`src/rtl/gol_run_controller.sv`:
```
// Runs the Game of Life engine through N generations, swapping source and result buffers after each one.
// Define GOL_RUN_TIMEOUT_EN to add a per-generation WAIT timeout.
module gol_run_controller #(
    parameter int                ADDR_W         = 12,
    parameter int                GEN_W          = 16,
    parameter logic [ADDR_W-1:0] BUF_A_BASE     = 12'h000,
    parameter logic [ADDR_W-1:0] BUF_B_BASE     = 12'h100,
    parameter int                RESET_CYCLES   = 4,
    parameter int                TIMEOUT_CYCLES = 1048576
) (
    input  logic              clock,
    input  logic              reset_n,
    input  logic              cmd_run,
    input  logic              cmd_abort,
    input  logic [GEN_W-1:0]  cmd_generations,
    output logic [ADDR_W-1:0] eng_start_addr,
    output logic [ADDR_W-1:0] eng_result_addr,
    output logic              eng_go,
    input  logic              eng_done,
    output logic              eng_reset,
    output logic              busy,
    output logic              done,
    output logic              aborted,
    output logic              timeout,
    output logic [GEN_W-1:0]  gen_count,
    output logic [ADDR_W-1:0] final_addr
);

    typedef enum logic [2:0] {
        IDLE,
        LAUNCH,
        WAIT,
        SWAP,
        FINISH,
        ABORT
    } state_t;

    localparam int              RC_W    = (RESET_CYCLES > 1) ? $clog2(RESET_CYCLES) : 1;
    localparam logic [RC_W-1:0] RC_LAST = RC_W'(RESET_CYCLES - 1);

    state_t           state;
    state_t           state_nxt;
    logic             run_cur;
    logic             run_prev;
    logic             done_cur;
    logic             done_prev;
    logic             run_edge;
    logic             done_edge;
    logic [GEN_W-1:0] n_lat;
    logic [RC_W-1:0]  rst_cnt;
    logic             rst_last;
    logic             last_gen;
    logic             tmo_hit;

    assign run_edge  = run_cur & ~run_prev;
    assign done_edge = done_cur & ~done_prev;
    assign rst_last  = (rst_cnt == RC_LAST);
    assign last_gen  = ((gen_count + GEN_W'(1)) == n_lat);

    // NOTE: sequential state uses non-blocking assignments so every flop samples pre-edge values.
    always_ff @(posedge clock or negedge reset_n) begin
        if (!reset_n) begin
            run_cur   <= 1'b0;
            run_prev  <= 1'b0;
            done_cur  <= 1'b0;
            done_prev <= 1'b0;
        end else begin
            run_cur   <= cmd_run;
            run_prev  <= run_cur;
            done_cur  <= eng_done;
            done_prev <= done_cur;
        end
    end

    always_ff @(posedge clock or negedge reset_n) begin
        if (!reset_n) begin
            state <= IDLE;
        end else begin
            state <= state_nxt;
        end
    end

    // NOTE: every output of this block gets a default first, so no path can infer a latch.
    always_comb begin
        state_nxt = state;
        eng_go    = (state == LAUNCH);
        eng_reset = (state == ABORT);
        busy      = (state != IDLE);
        if (cmd_abort && state != IDLE && state != ABORT) begin
            state_nxt = ABORT;
        end else begin
            case (state)
                IDLE:    if (run_edge) state_nxt = (cmd_generations == '0) ? FINISH : LAUNCH;
                LAUNCH:  state_nxt = WAIT;
                WAIT: begin
                    if (done_edge)    state_nxt = last_gen ? FINISH : SWAP;
                    else if (tmo_hit) state_nxt = ABORT;
                end
                SWAP:    state_nxt = LAUNCH;
                FINISH:  state_nxt = IDLE;
                ABORT:   if (rst_last) state_nxt = IDLE;
                default: state_nxt = IDLE;
            endcase
        end
    end

    always_ff @(posedge clock or negedge reset_n) begin
        if (!reset_n) begin
            rst_cnt <= '0;
        end else if (state == ABORT) begin
            rst_cnt <= rst_cnt + RC_W'(1);
        end else begin
            rst_cnt <= '0;
        end
    end

    always_ff @(posedge clock or negedge reset_n) begin
        if (!reset_n) begin
            done            <= 1'b0;
            aborted         <= 1'b0;
            gen_count       <= '0;
            n_lat           <= '0;
            eng_start_addr  <= BUF_A_BASE;
            eng_result_addr <= BUF_B_BASE;
            final_addr      <= BUF_A_BASE;
        end else begin
            case (state)
                IDLE: begin
                    if (run_edge) begin
                        done            <= 1'b0;
                        aborted         <= 1'b0;
                        gen_count       <= '0;
                        n_lat           <= cmd_generations;
                        eng_start_addr  <= BUF_A_BASE;
                        eng_result_addr <= BUF_B_BASE;
                        final_addr      <= BUF_A_BASE;
                    end
                end
                WAIT: begin
                    // An abort on the same cycle discards the completing generation.
                    if (done_edge && !cmd_abort) begin
                        gen_count  <= gen_count + GEN_W'(1);
                        final_addr <= eng_result_addr;
                    end
                end
                SWAP: begin
                    eng_start_addr  <= eng_result_addr;
                    eng_result_addr <= eng_start_addr;
                end
                FINISH:  if (!cmd_abort) done <= 1'b1;
                ABORT:   if (rst_last) aborted <= 1'b1;
                default: ;
            endcase
        end
    end

`ifdef GOL_RUN_TIMEOUT_EN
    localparam logic [20:0] TMO_LAST = 21'(TIMEOUT_CYCLES - 1);

    logic [20:0] tmo_cnt;

    assign tmo_hit = (state == WAIT) && (tmo_cnt == TMO_LAST);

    always_ff @(posedge clock or negedge reset_n) begin
        if (!reset_n) begin
            tmo_cnt <= '0;
            timeout <= 1'b0;
        end else begin
            if (state == LAUNCH)    tmo_cnt <= '0;
            else if (state == WAIT) tmo_cnt <= tmo_cnt + 21'd1;

            if (state == IDLE && run_edge)               timeout <= 1'b0;
            else if (tmo_hit && !done_edge && !cmd_abort) timeout <= 1'b1;
        end
    end
`else
    assign tmo_hit = 1'b0;
    assign timeout = 1'b0;
`endif

endmodule

```
`config.mk`:
```
export PLATFORM = sky130hd
export DESIGN_NAME = gol_run_controller
export DESIGN_NICKNAME = d
export VERILOG_FILES = /design/src/rtl/gol_run_controller.sv
export SDC_FILE = /design/constraint.sdc
export NUM_CORES = 1
export LEC_CHECK = 0
export ABC_AREA = 1
export CAP_MARGIN = 20
export CORE_MARGIN = 2
export CORE_UTILIZATION = 48
export CTS_CLUSTER_DIAMETER = 120
export DETAILED_ROUTE_END_ITERATION = 8
export PLACE_DENSITY = 0.85
export SYNTH_ARGS = -nofsm -noshare
export SYNTH_HDL_FRONTEND = slang
export SYNTH_SLANG_ARGS = --single-unit
```
`constraint.sdc`:
```
create_clock -name clock -period 2 [get_ports clock]
set_input_delay 0.5 -clock clock [delete_from_list [all_inputs] [get_ports clock]]
set_output_delay 0.5 -clock clock [all_outputs]
set_load 0.05 [all_outputs]
```
==> summary.md, run 1 <==
Maximum resistive drop on vdd: 0.00101 V. In this design, the stage delay of the slowest critical-path cell is 0.40 ns. The type of the worst setup path was flop to flop.

Of all nets on the critical path, the largest fanout is 6. The detail-routed via count per cell was 5.38; the final core area utilization was 64.3%. For this run, the post-layout net count is 583.

Synthesis instantiated 34 different standard cells from the library. For the final routed wirelength across all metal layers, the log shows 10,100 um. The layout-stage area growth over the synthesis result was 29.7%.

In the layout the commonest cells are sky130_fd_sc_hd__nand2_1 (111), sky130_fd_sc_hd__inv_1 (82), sky130_fd_sc_hd__dfrtp_1 (70). For the signal arrival time at the worst endpoint, the log shows 2.15 ns. The number of hold violations in the final report is 0. The run gives 3,418 as the via count of the first global-routing pass. The min-delay analysis places its worst path in the category input port to async pin. Clock latency on the worst-skew pair: 0.36 ns.

TritonCTS built the clock tree. The tools report the category of the worst setup path capture point as a flop. The finished layout holds 667 standard cells, fillers aside. The max-slew violation count is 0, and the cell count after synthesis is 471. The overall overflow remaining after global route is 0. Synthesis inferred 79 register bits. The clock period minus final worst setup slack was 1.90 ns. After detailed routing, the number of remaining DRC violations is 0. The number of port buffers was 77; the clock sink count was 79. Max-cap violations in this run came to 0. Traced cell by cell, the critical path runs through ha_4 -> nand2_4 -> nor2_4 -> nand2_2 -> nand2_2 -> nand2_2 -> nand2_1 -> nand2_1 -> nor2_1 -> nand2_1 -> nor2_4 -> nand3_2 -> nand2_2 -> nand3_1 -> nand2_1 -> inv_1.

Before antenna repair, the detailed router went through 6 iterations. The worst pin sits at a relative slew slack of 51.8%. Residual antenna-violating net count after detailed routing: 0. The flow ran to the end, and the final reports show no timing, DRC or antenna violations. Summed over its instances, the top area cell type makes up 50.7% of the synthesized netlist area. Including well taps, the total number of placed cells is 647.

In the final layout, the share of cells above drive strength 1 is 21.8%. The total via count after detailed routing is 3,588, and the maximum clock path buffer count is 2. The type of element launching the critical path is a flop. The routed length per placed instance was 15.1 um; the routability congestion estimate from global placement was 0.916.

Setup repair after global routing could not meet its margin everywhere. The detailed router's first-iteration violation count is 371. The final instance area was 4990 um2. Synthesis warning total: 0. The post-route total power was 0.00587 W; the power density normalized to cell area was 1180 nW/um2.

For the pin with the worst max-slew slack, the measured transition is 0.722 ns. In the finished design, the share of the clock period the worst path needs comes to 94.9%. Cell with the largest stage delay on the worst path: sky130_fd_sc_hd__dfrtp_2. The standard cell area after detailed placement was 4720 um2; the clock-pin slew reported for the worst setup and hold paths after clock tree synthesis was 0.09 ns.

Once routing completed, OpenROAD measured the worst setup slack at 0.103 ns. Based on the critical path, the design can be clocked at up to 0.527 GHz. The first-pass GRT wire length is 16,200 um, and the number of antenna violations at the first check in global routing is 0.

The tools report the count of pins on the block boundary as 79. Prior to clock tree synthesis, the placed netlist has a worst setup slack of 0.0412 ns. The startpoint identified for the worst register-to-register timing path is gen_count[1].

Leaving out fill and tap cells, the most frequent cell in the layout is sky130_fd_sc_hd__nand2_1. The floorplan has 32 rows. Averaged over all synthesized cells, the footprint is 8.17 um2.

Leakage component of the power: 2.52 nW. Floorplan die width: 93.6 um. In this run the clock root is driven by a sky130_fd_sc_hd__clkbuf_8. The tools report the HPWL after detailed placement as 7160 um. The largest net degree at the start of global routing came out at 47. The repair_antennas step left the layout with diodes totalling 0. The tools report the post-synthesis instance area as 3850 um2.

At the worst endpoint, the required time is 2.26 ns. For the die footprint, the log shows 8750 um2. The clock buffer count from CTS came out at 9. After synthesis, flip-flops and latches occupy 51.4% of the total area. Count of final setup violators: 0.

Once the floorplan was initialized, standard cells occupied 49.6% of the core. The biggest area contributor in the post-synthesis netlist is sky130_fd_sc_hd__dfrtp_1. The timing startpoint of the critical path was gen_count[1]. The final clock skew came out at 0.0112 ns. The layout has 642 filler cells.

The floorplan step set the die height to 93.6 um. The floorplan step defined a core boundary enclosing 7770 um2. The post-synthesis net count came out at 494. In this run the number of H-tree levels came out at 3.

By area the synthesized netlist is led by sky130_fd_sc_hd__dfrtp_1 (51%), sky130_fd_sc_hd__nand2_1 (11%), sky130_fd_sc_hd__inv_1 (8.1%). Total routing resource utilization after global routing: 23.9%.
## power breakdown
part	internal [W]	leakage, nW	switching, W
Clock	0.000505	0.0956	0.000662
Sequential	0.00197	1.03	0.000306
Combinational	0.000825	1.39	0.00160
Total	0.00330	2.52	0.00256
## Yosys cell counts, drive strengths merged
master,number
a21oi,1
a22o,1
a22oi,1
buf,6
clkbuf,7
clkinv,1
conb,1
dfrtp,78
dfstp,1
ha,2
inv,89
nand2,124
nand3,37
nand3b,3
nand4,12
nor2,29
nor3,4
o21ai,27
o22ai,33
o31ai,11
o41ai,1
xnor2,1
xor2,1
## layout make-up
class                           instances  area [um2]  area share [%]
Clock buffer                           10         138            2.76
Tap cell                              102         128            2.56
Timing Repair inverter                  1        7.51           0.150
Sequential cell                        79        1990            39.8
Timing Repair Buffer                   90         793            15.9
Inverter                               90         342            6.84
Multi-Input combinational cell        289        1550            31.0
Clock inverter                          6        50.0            1.00
## path summary, 6_finish.rpt
check	end	slack, ns	cells past startpoint
hold reg to reg	run_prev	0.38	0
min in group clock	run_prev	0.38	0
setup / recovery	state[0]	0.10	16
hold / removal	gen_count[1]	0.13	1
setup reg to reg	state[0]	0.10	16
max in group asynchronous	gen_count[2]	1.31	2
## per-stage QoR
step / hold slack (ns) / TNS, ns
6_report: 0.127 / 0
5_1_grt: 0.166 / -0.148
4_1_cts: 0.147 / 0
3_5_place_dp: 0.372 / 0
3_3_place_gp: 0.360 / 0
2_1_floorplan: 0.204 / 0
## kinds of logic (layout without fill, tap and decap cells)
logic type,Yosys count,count (layout),synth area share [%]
other,1,1,0.0974
adder cells (fa/ha/maj),2,2,0.650
XOR/XNOR,2,2,0.455
AND/OR/NAND/NOR,209,209,25.3
AO/OA/AOI/OAI,75,75,11.8
buffers and inverters,103,197,10.3
flip-flops,79,79,51.4
## registers in the layout (all words and copies together) (netlist names)
name             flops
done_cur             1
done                 1
eng_start_addr      12
done_prev            1
n_lat               16
run_cur              1
aborted              1
rst_cnt              2
final_addr          12
state                3
eng_result_addr     12
gen_count           16
run_prev             1
## per-layer routing
layer / part of all wire, % / global-route usage, %
met5: 0 / 0
met4: 2.7 / 11.1
met3: 6.8 / 4.75
met2: 50 / 39.5
met1: 41 / 30.4
## what timing repair did
action | in CTS | in global routing
endpoints found under the hold margin | 0 | 0
gates cloned | 0 | 1
pin swaps | 0 | 8
buffers inserted | 0 | 3
endpoints found under the setup margin | 16 | 26
resized for setup | 16 | 23
hold buffers | 0 | 0
## critical path, delay by kind of cell, from the launching register on
family | cells | cell delay, ns
AND/OR/NAND/NOR | 14 | 1.18
flip-flops | 1 | 0.40
adder cells (fa/ha/maj) | 1 | 0.17
buffers and inverters | 1 | 0.03
Note: power is estimated with default switching activity, not from simulation.
==> run 2, diff against run 1 <==
--- a/config.mk
+++ b/config.mk
@@ -11,7 +11,7 @@
 export CORE_UTILIZATION = 48
 export CTS_CLUSTER_DIAMETER = 120
 export DETAILED_ROUTE_END_ITERATION = 8
-export PLACE_DENSITY = 0.85
+export PLACE_DENSITY_LB_ADDON = 0.05
 export SYNTH_ARGS = -nofsm -noshare
 export SYNTH_HDL_FRONTEND = slang
 export SYNTH_SLANG_ARGS = --single-unit
==> summary.md, run 2 (synthesized netlist as in run 1, its figures left out) <==
The run gives 3,234 (-5.4%) as the via count of the first global-routing pass. The buffer type at the clock tree root was sky130_fd_sc_hd__clkbuf_8. The setup path with the least slack is of type flop to flop. Kind of path behind the tightest hold check: input port to async pin. The largest registers in the layout are gen_count: 16 flops, n_lat: 16 flops. The transition time of the tightest slew-check pin was 0.514 ns (-0.208 ns). The number of port buffers was 77 (unchanged); the number of hold buffers added after cts was 0 (unchanged). The clock period minus final worst setup slack is 1.96 ns (+0.0595 ns).

The final core area utilization is 65.6% (+1.3 points), and the floorplan die width is 93.6 um (unchanged). The vertical die dimension was 93.6 um (unchanged). The die footprint came out at 8750 um2 (unchanged). The clock-pin slew reported for the worst setup and hold paths after clock tree synthesis came out at 0.09 ns (about the same).

The number of maximum-capacitance violations is 0 (unchanged). The tools report the net total in the final layout as 589 (+1.0%). The run gives 0 (unchanged) as the number of hold violations in the final report.

The logs give 2 (unchanged) for the maximum clock path buffer count and 0.35 ns (about the same) for the clock latency on the worst-skew pair. The routed length per placed instance was 14.1 um (-7.0%); the detailed router's first-iteration violation count was 235 (-37%). Standard cell area after detailed placement: 4750 um2 (+0.58%). For the final instance area, the log shows 5090 um2 (+2.0%). The tools report the clock sink count as 79 (unchanged).

The number of antenna violations at the first check in global routing was 0 (unchanged). TritonCTS built the clock tree. The highest fanout seen on the critical path was 3 (-3). The logs give 0 (unchanged) for the count of final setup violators and 3 (unchanged) for the number of H-tree branching levels.

Type of element launching the critical path: a flop. The library cells used most frequently in the layout, excluding fill and tap cells, are sky130_fd_sc_hd__nand2_1 (106), sky130_fd_sc_hd__inv_1 (82), sky130_fd_sc_hd__dfrtp_1 (73). The leading cell type in the layout, fill and taps excluded is sky130_fd_sc_hd__nand2_1. The total routing resource utilization after global routing was 22.3% (-1.7 points); the maximum clock frequency was 0.511 GHz (-3.0%). Number of placement rows: 32 (unchanged). The run gives 79 (unchanged) as the count of pins on the block boundary.

The final clock skew was 0.0106 ns (-0.000651 ns). The tools report the number of remaining DRC errors as 0 (unchanged). The proportion of layout cells with a drive suffix above 1 is 21.5% (-0.23 points).

The max-slew violation count came out at 0 (unchanged). The power density normalized to cell area is 1150 nW/um2 (-1.7%), and the starting utilization of the core area is 49.6% (unchanged). For the diode insertion count for antenna repair, the log shows 0 (unchanged).

The placeable core region came out at 7770 um2 (unchanged). The flow ran to the end, and the final reports show no timing, DRC or antenna violations. The clock buffer count from CTS was 9 (unchanged); the first-pass GRT wire length was 15,300 um (-6.0%). The final routed wirelength across all metal layers was 9480 um (-6.1%). Setup repair after global routing could not meet its margin everywhere. Data required time of the critical path: 2.30 ns (+0.04 ns). The maximum resistive drop on vdd is 0.000946 V (-6.7%). From synthesis to final layout, the design area changed by 32.3%. For the leakage component of the power, the log shows 2.61 nW (+3.6%). The signal arrival time at the worst endpoint is 2.25 ns (+0.10 ns), and the detail-routed via count per cell is 5.25 (-2.5%). Routability congestion estimate from global placement: 0.829 (-9.5%).

The tools report the final setup TNS as 0 ns (unchanged). The logs give 5 (-1) for the number of detailed-routing iterations run before antenna repair and 0 (unchanged) for the residual antenna-violating net count after detailed routing. For the total via count after detailed routing, the log shows 3,531 (-1.6%). HPWL after detailed placement: 6690 um (-6.5%). The worst max-slew margin expressed relative to the limit is 65.5% (+14 points). The overall overflow remaining after global route is 0 (unchanged). The final critical-path share of the clock period came out at 97.8% (+3.0 points). The tools report the category of the worst setup path capture point as a flop.

The largest net degree at the start of global routing came out at 35 (-26%).
## run 2: path summary, 6_finish.rpt
check / startpoint / endpoint / slack [ns] / cells after the start
setup / recovery: gen_count[1] / state[2] / 0.04 / 14
hold / removal: reset_n / eng_result_addr[7] / 0.09 / 1
setup reg to reg: gen_count[1] / state[2] / 0.04 / 14
hold reg to reg: run_cur / run_prev / 0.38 / 0
max in group asynchronous: reset_n / gen_count[9] / 1.31 / 2
min in group clock: run_cur / run_prev / 0.38 / 0
## run 2: worst max-delay path: stages, from the launching register on
cell	delay, ns
sky130_fd_sc_hd__dfrtp_2	0.40
sky130_fd_sc_hd__ha_4	0.16
sky130_fd_sc_hd__nand3_1	0.13
sky130_fd_sc_hd__nor2_2	0.17
sky130_fd_sc_hd__nand4_1	0.15
sky130_fd_sc_hd__nand2_1	0.14
sky130_fd_sc_hd__nand2_1	0.06
sky130_fd_sc_hd__nand2_1	0.06
sky130_fd_sc_hd__nand2_1	0.06
sky130_fd_sc_hd__nor2_2	0.16
sky130_fd_sc_hd__buf_4	0.13
sky130_fd_sc_hd__nand4_1	0.09
sky130_fd_sc_hd__nand3_1	0.10
sky130_fd_sc_hd__nand2_1	0.05
sky130_fd_sc_hd__inv_1	0.05
## run 2: area by class of cell
type                    instances  area, um2
repair buffers                 96        860
inverters                      90        344
clock inverters                 6       68.8
clock buffers                  10        128
well taps                     102        128
multi-input cells             290       1580
flip-flops and latches         79       1980
fillers                       708       2670
## run 2: layer usage
layer | part of all wire (%) | vias to the layer above | global-route usage [%]
li1 | - | 1731 | -
met1 | 48 | 1678 | 32.1
met2 | 46 | 109 | 34.9
met3 | 4.3 | 13 | 3.14
met4 | 2.0 | 0 | 7.25
met5 | 0 | - | 0
## run 2: report_power, final
group	internal [W]	total, W	switching [W]
Sequential	0.00197	0.00228	0.000305
Combinational	0.000838	0.00241	0.00157
Clock	0.000589	0.00120	0.000610
Total	0.00340	0.00588	0.00248
## run 2: timing repair
| action | 4_1_cts | 5_1_grt |
|---|---|---|
| endpoints found under the setup margin | 24 | 3 |
| pin swaps | 0 | 20 |
| buffers inserted | 0 | 8 |
| gates resized for setup | 24 | 30 |
| cloned | 0 | 1 |
## run 2: through the flow
| stage | power (W) | setup slack, ns | hold slack (ns) | cells |
|---|---|---|---|---|
| finish | 0.00588 | 0.0432 | 0.0867 | 673 |
| CTS | 0.00584 | 0.0977 | 0.0915 | 664 |
| global route | 0.00627 | -0.0849 | 0.111 | 673 |
| detailed placement | 0.00467 | 0.105 | 0.367 | 648 |
| floorplan | 0.00385 | 0.00838 | 0.204 | 471 |
| global placement | 0.00464 | 0.129 | 0.360 | 648 |
==> run 3, diff against run 2 <==
--- a/config.mk
+++ b/config.mk
@@ -6,9 +6,8 @@
 export NUM_CORES = 1
 export LEC_CHECK = 0
 export ABC_AREA = 1
-export CAP_MARGIN = 20
-export CORE_MARGIN = 2
-export CORE_UTILIZATION = 48
+export CORE_MARGIN = 5
+export CORE_UTILIZATION = 51
 export CTS_CLUSTER_DIAMETER = 120
 export DETAILED_ROUTE_END_ITERATION = 8
 export PLACE_DENSITY_LB_ADDON = 0.05
==> summary.md, run 3 (synthesized netlist as in run 1, its figures left out) <==
The detail-routed via count per cell works out to 5.25 (+0.14%). The run finished with clean final reports. The final instance area is 5050 um2 (-0.86%), and the via count of the first global-routing pass is 3,397 (+5.0%).

The worst max-slew margin expressed relative to the limit is 65.8% (+0.26 points). The number of maximum-capacitance violations was 0 (unchanged); the number of antenna violations at the first check in global routing was 0 (unchanged). The run gives 9710 um (+2.5%) as the final routed wirelength across all metal layers.

The tools report the number of remaining DRC errors as 0 (unchanged). The logs give 79 (unchanged) for the count of pins on the block boundary and 0 (unchanged) for the number of hold violations in the final report. The transition time of the tightest slew-check pin works out to 0.510 ns (-0.00393 ns). For the residual antenna-violating net count after detailed routing, the log shows 0 (unchanged). The min-delay analysis places its worst path in the category input port to async pin. The critical path goes through buf_6 -> clkinvlp_4 -> buf_12 -> nor2_4 -> nand3_1 -> nand2_1 -> nand3_1 -> nand2_1 -> nand2_1 -> nor2_2 -> nand3_2 -> nand2_2 -> nand3_1 -> nand2_1 -> inv_1.

For the leakage component of the power, the log shows 2.58 nW (-1.1%). The worst setup path is of the flop to flop kind. The clock buffer count from CTS was 9 (unchanged); the routed length per placed instance was 14.6 um (+3.7%).

The first-pass GRT wire length is 16,200 um (+6.3%), and the logic depth of the worst register-to-register path is 15 (+1). The kind of cell adding the most delay to the critical path was simple AND/OR/NAND/NOR gates. The logs give 2 (unchanged) for the maximum clock path buffer count and 3,494 (-1.0%) for the total via count after detailed routing.

Setup repair after global routing could not meet its margin everywhere. The tools report the number of H-tree branching levels as 3 (unchanged). The count of buffer and inverter cells on the critical path was 4 (+2).

The total of fill cells in the finished design came out at 619 (-13%). The number of detailed-routing iterations run before antenna repair was 4 (-1). CTS placed an instance of sky130_fd_sc_hd__clkbuf_8 at the clock tree root.

The tools report the standard cell area after detailed placement as 4740 um2 (-0.18%). The critical path's largest stage delay works out to 0.40 ns (about the same). The logs give 2.16 ns (-0.09 ns) for the signal arrival time at the worst endpoint and 585 (-0.68%) for the net total in the final layout. The tools report the detailed router's first-iteration violation count as 178 (-24%). The power density normalized to cell area is 1210 nW/um2 (+4.4%), and the total routing resource utilization after global routing is 20.9% (-1.3 points).

The largest individual stage delay along the critical path comes from the cell sky130_fd_sc_hd__dfrtp_2. Floorplan die width: 96.9 um (+3.6%). The category of the worst setup path capture point was a flop.

The final setup TNS is 0 ns (unchanged). Leaving out fill and tap cells, the most frequent cells in the layout are sky130_fd_sc_hd__nand2_1 (111), sky130_fd_sc_hd__inv_1 (82), sky130_fd_sc_hd__dfrtp_1 (74). The routability congestion estimate from global placement came out at 0.833 (+0.56%). The tools report the final clock skew as 0.0101 ns (-0.000466 ns). The number of standard cells in the layout, taps in and fillers out was 665 (-1.2%); the count of final setup violators was 0 (unchanged). STA classifies the critical path startpoint as a flop.

The clock latency on the worst-skew pair is 0.35 ns (about the same), and the final critical-path share of the clock period is 95.6% (-2.2 points). The proportion of layout cells with a drive suffix above 1 works out to 19.8% (-1.8 points). Clock period minus final worst setup slack: 1.91 ns (-0.0448 ns). TritonCTS built the clock tree. The maximum resistive drop on vdd is 0.00112 V (+18%), and the data required time of the critical path is 2.25 ns (-0.05 ns). The highest fanout seen on the critical path is 4 (+1). The logs give 0 (unchanged) for the overall overflow remaining after global route and 646 (-0.31%) for the number of placed instances, taps included. The number of placement rows is 31 (-3.1%), and the number of port buffers is 77 (unchanged). The post-route total power was 0.00609 W (+3.5%); the clock-pin slew reported for the worst setup and hold paths after clock tree synthesis was 0.08 ns (about the same). The tools report the HPWL after detailed placement as 6970 um (+4.1%).

The logs give 0 (unchanged) for the number of hold buffers added after cts and 31 (-11%) for the largest net degree at the start of global routing. Cell occurring most often along the worst timing path: sky130_fd_sc_hd__nand2_1. The run gives 7290 um2 (-6.1%) as the placeable core region. The largest registers in the layout are gen_count: 16 flops, n_lat: 16 flops. The vertical die dimension came out at 96.9 um (+3.6%).

The number of cells on the critical path was 15 (+1). Diode insertion count for antenna repair: 0 (unchanged). The logs give 9390 um2 (+7.2%) for the die footprint and 0 (unchanged) for the max-slew violation count. The layout-stage area growth over the synthesis result works out to 31.2%. The library cell used most frequently in the layout, excluding fill and tap cells, is sky130_fd_sc_hd__nand2_1.

The logs give 79 (unchanged) for the clock sink count and 52.8% (+3.2 points) for the starting utilization of the core area. Maximum clock frequency: 0.523 GHz (+2.3%).
==> run 3: cell count changes in the layout (fill, tap and decap cells not counted), sizes merged <==
| cell | previous run | this run |
|---|---|---|
| dlygate4sd2 | 24 | 19 |
| buf | 53 | 54 |
| inv | 90 | 89 |
| bufinv | 1 | 3 |
| clkinv | 4 | 2 |
==> run 3: worst register-to-register path, cell delays in order, from the launching register on <==
cell and delay [ns]:
sky130_fd_sc_hd__dfrtp_2 0.40, sky130_fd_sc_hd__buf_6 0.12, sky130_fd_sc_hd__clkinvlp_4 0.16, sky130_fd_sc_hd__buf_12 0.17, sky130_fd_sc_hd__nor2_4 0.12, sky130_fd_sc_hd__nand3_1 0.10
sky130_fd_sc_hd__nand2_1 0.08, sky130_fd_sc_hd__nand3_1 0.07, sky130_fd_sc_hd__nand2_1 0.07, sky130_fd_sc_hd__nand2_1 0.06, sky130_fd_sc_hd__nor2_2 0.15, sky130_fd_sc_hd__nand3_2 0.09
sky130_fd_sc_hd__nand2_2 0.07, sky130_fd_sc_hd__nand3_1 0.06, sky130_fd_sc_hd__nand2_1 0.06, sky130_fd_sc_hd__inv_1 0.03
==> run 3: stage by stage <==
stage               setup slack, ns  hold slack [ns]  util (%)
floorplan                   0.00838            0.204         -
finish                       0.0880           0.0695      69.3
global placement              0.130            0.360      65.0
CTS                           0.140           0.0746      67.9
global route                -0.0735           0.0918      69.3
detailed placement           0.0915            0.363      65.0
==> run 3: power breakdown <==
group	leakage (nW)	internal, W	switching, W
clock	0.117	0.000830	0.000584
combinational	1.43	0.000834	0.00156
sequential	1.04	0.00198	0.000305
==> run 3: path summary, 6_finish.rpt <==
| check | start | endpoint | slack [ns] |
|---|---|---|---|
| setup reg to reg | gen_count[1] | state[0] | 0.09 |
| min in group clock | done_cur | done_prev | 0.38 |
| hold / removal | reset_n | final_addr[7] | 0.07 |
| hold reg to reg | done_cur | done_prev | 0.38 |
| setup / recovery | gen_count[1] | state[0] | 0.09 |
| max in group asynchronous | reset_n | eng_result_addr[8] | 1.33 |
==> run 3: final cells by class <==
class                   instances  area [um2]  share of cell area (%)
inverters                      90         342                    6.76
clock inverters                 5         108                    2.13
well taps                      99         124                    2.45
clock buffers                  10         128                    2.53
flip-flops and latches         79        1980                    39.3
repair buffers                 92         828                    16.4
multi-input cells             290        1540                    30.5
==> run 3: layer usage <==
layer | up-vias | track usage [%] | part of all wire [%]
li1 | 1713 | - | -
met1 | 1655 | 28.8 | 44
met2 | 115 | 33.3 | 48
met3 | 11 | 3.88 | 6.2
met4 | 0 | 7.24 | 1.3
met5 | - | 0 | 0
==> run 3: what timing repair did <==
item | in CTS | in global routing
pin swaps | 0 | 9
gates cloned | 0 | 1
setup endpoints to repair | 19 | 3
resized for setup | 19 | 14
setup buffers | 0 | 3
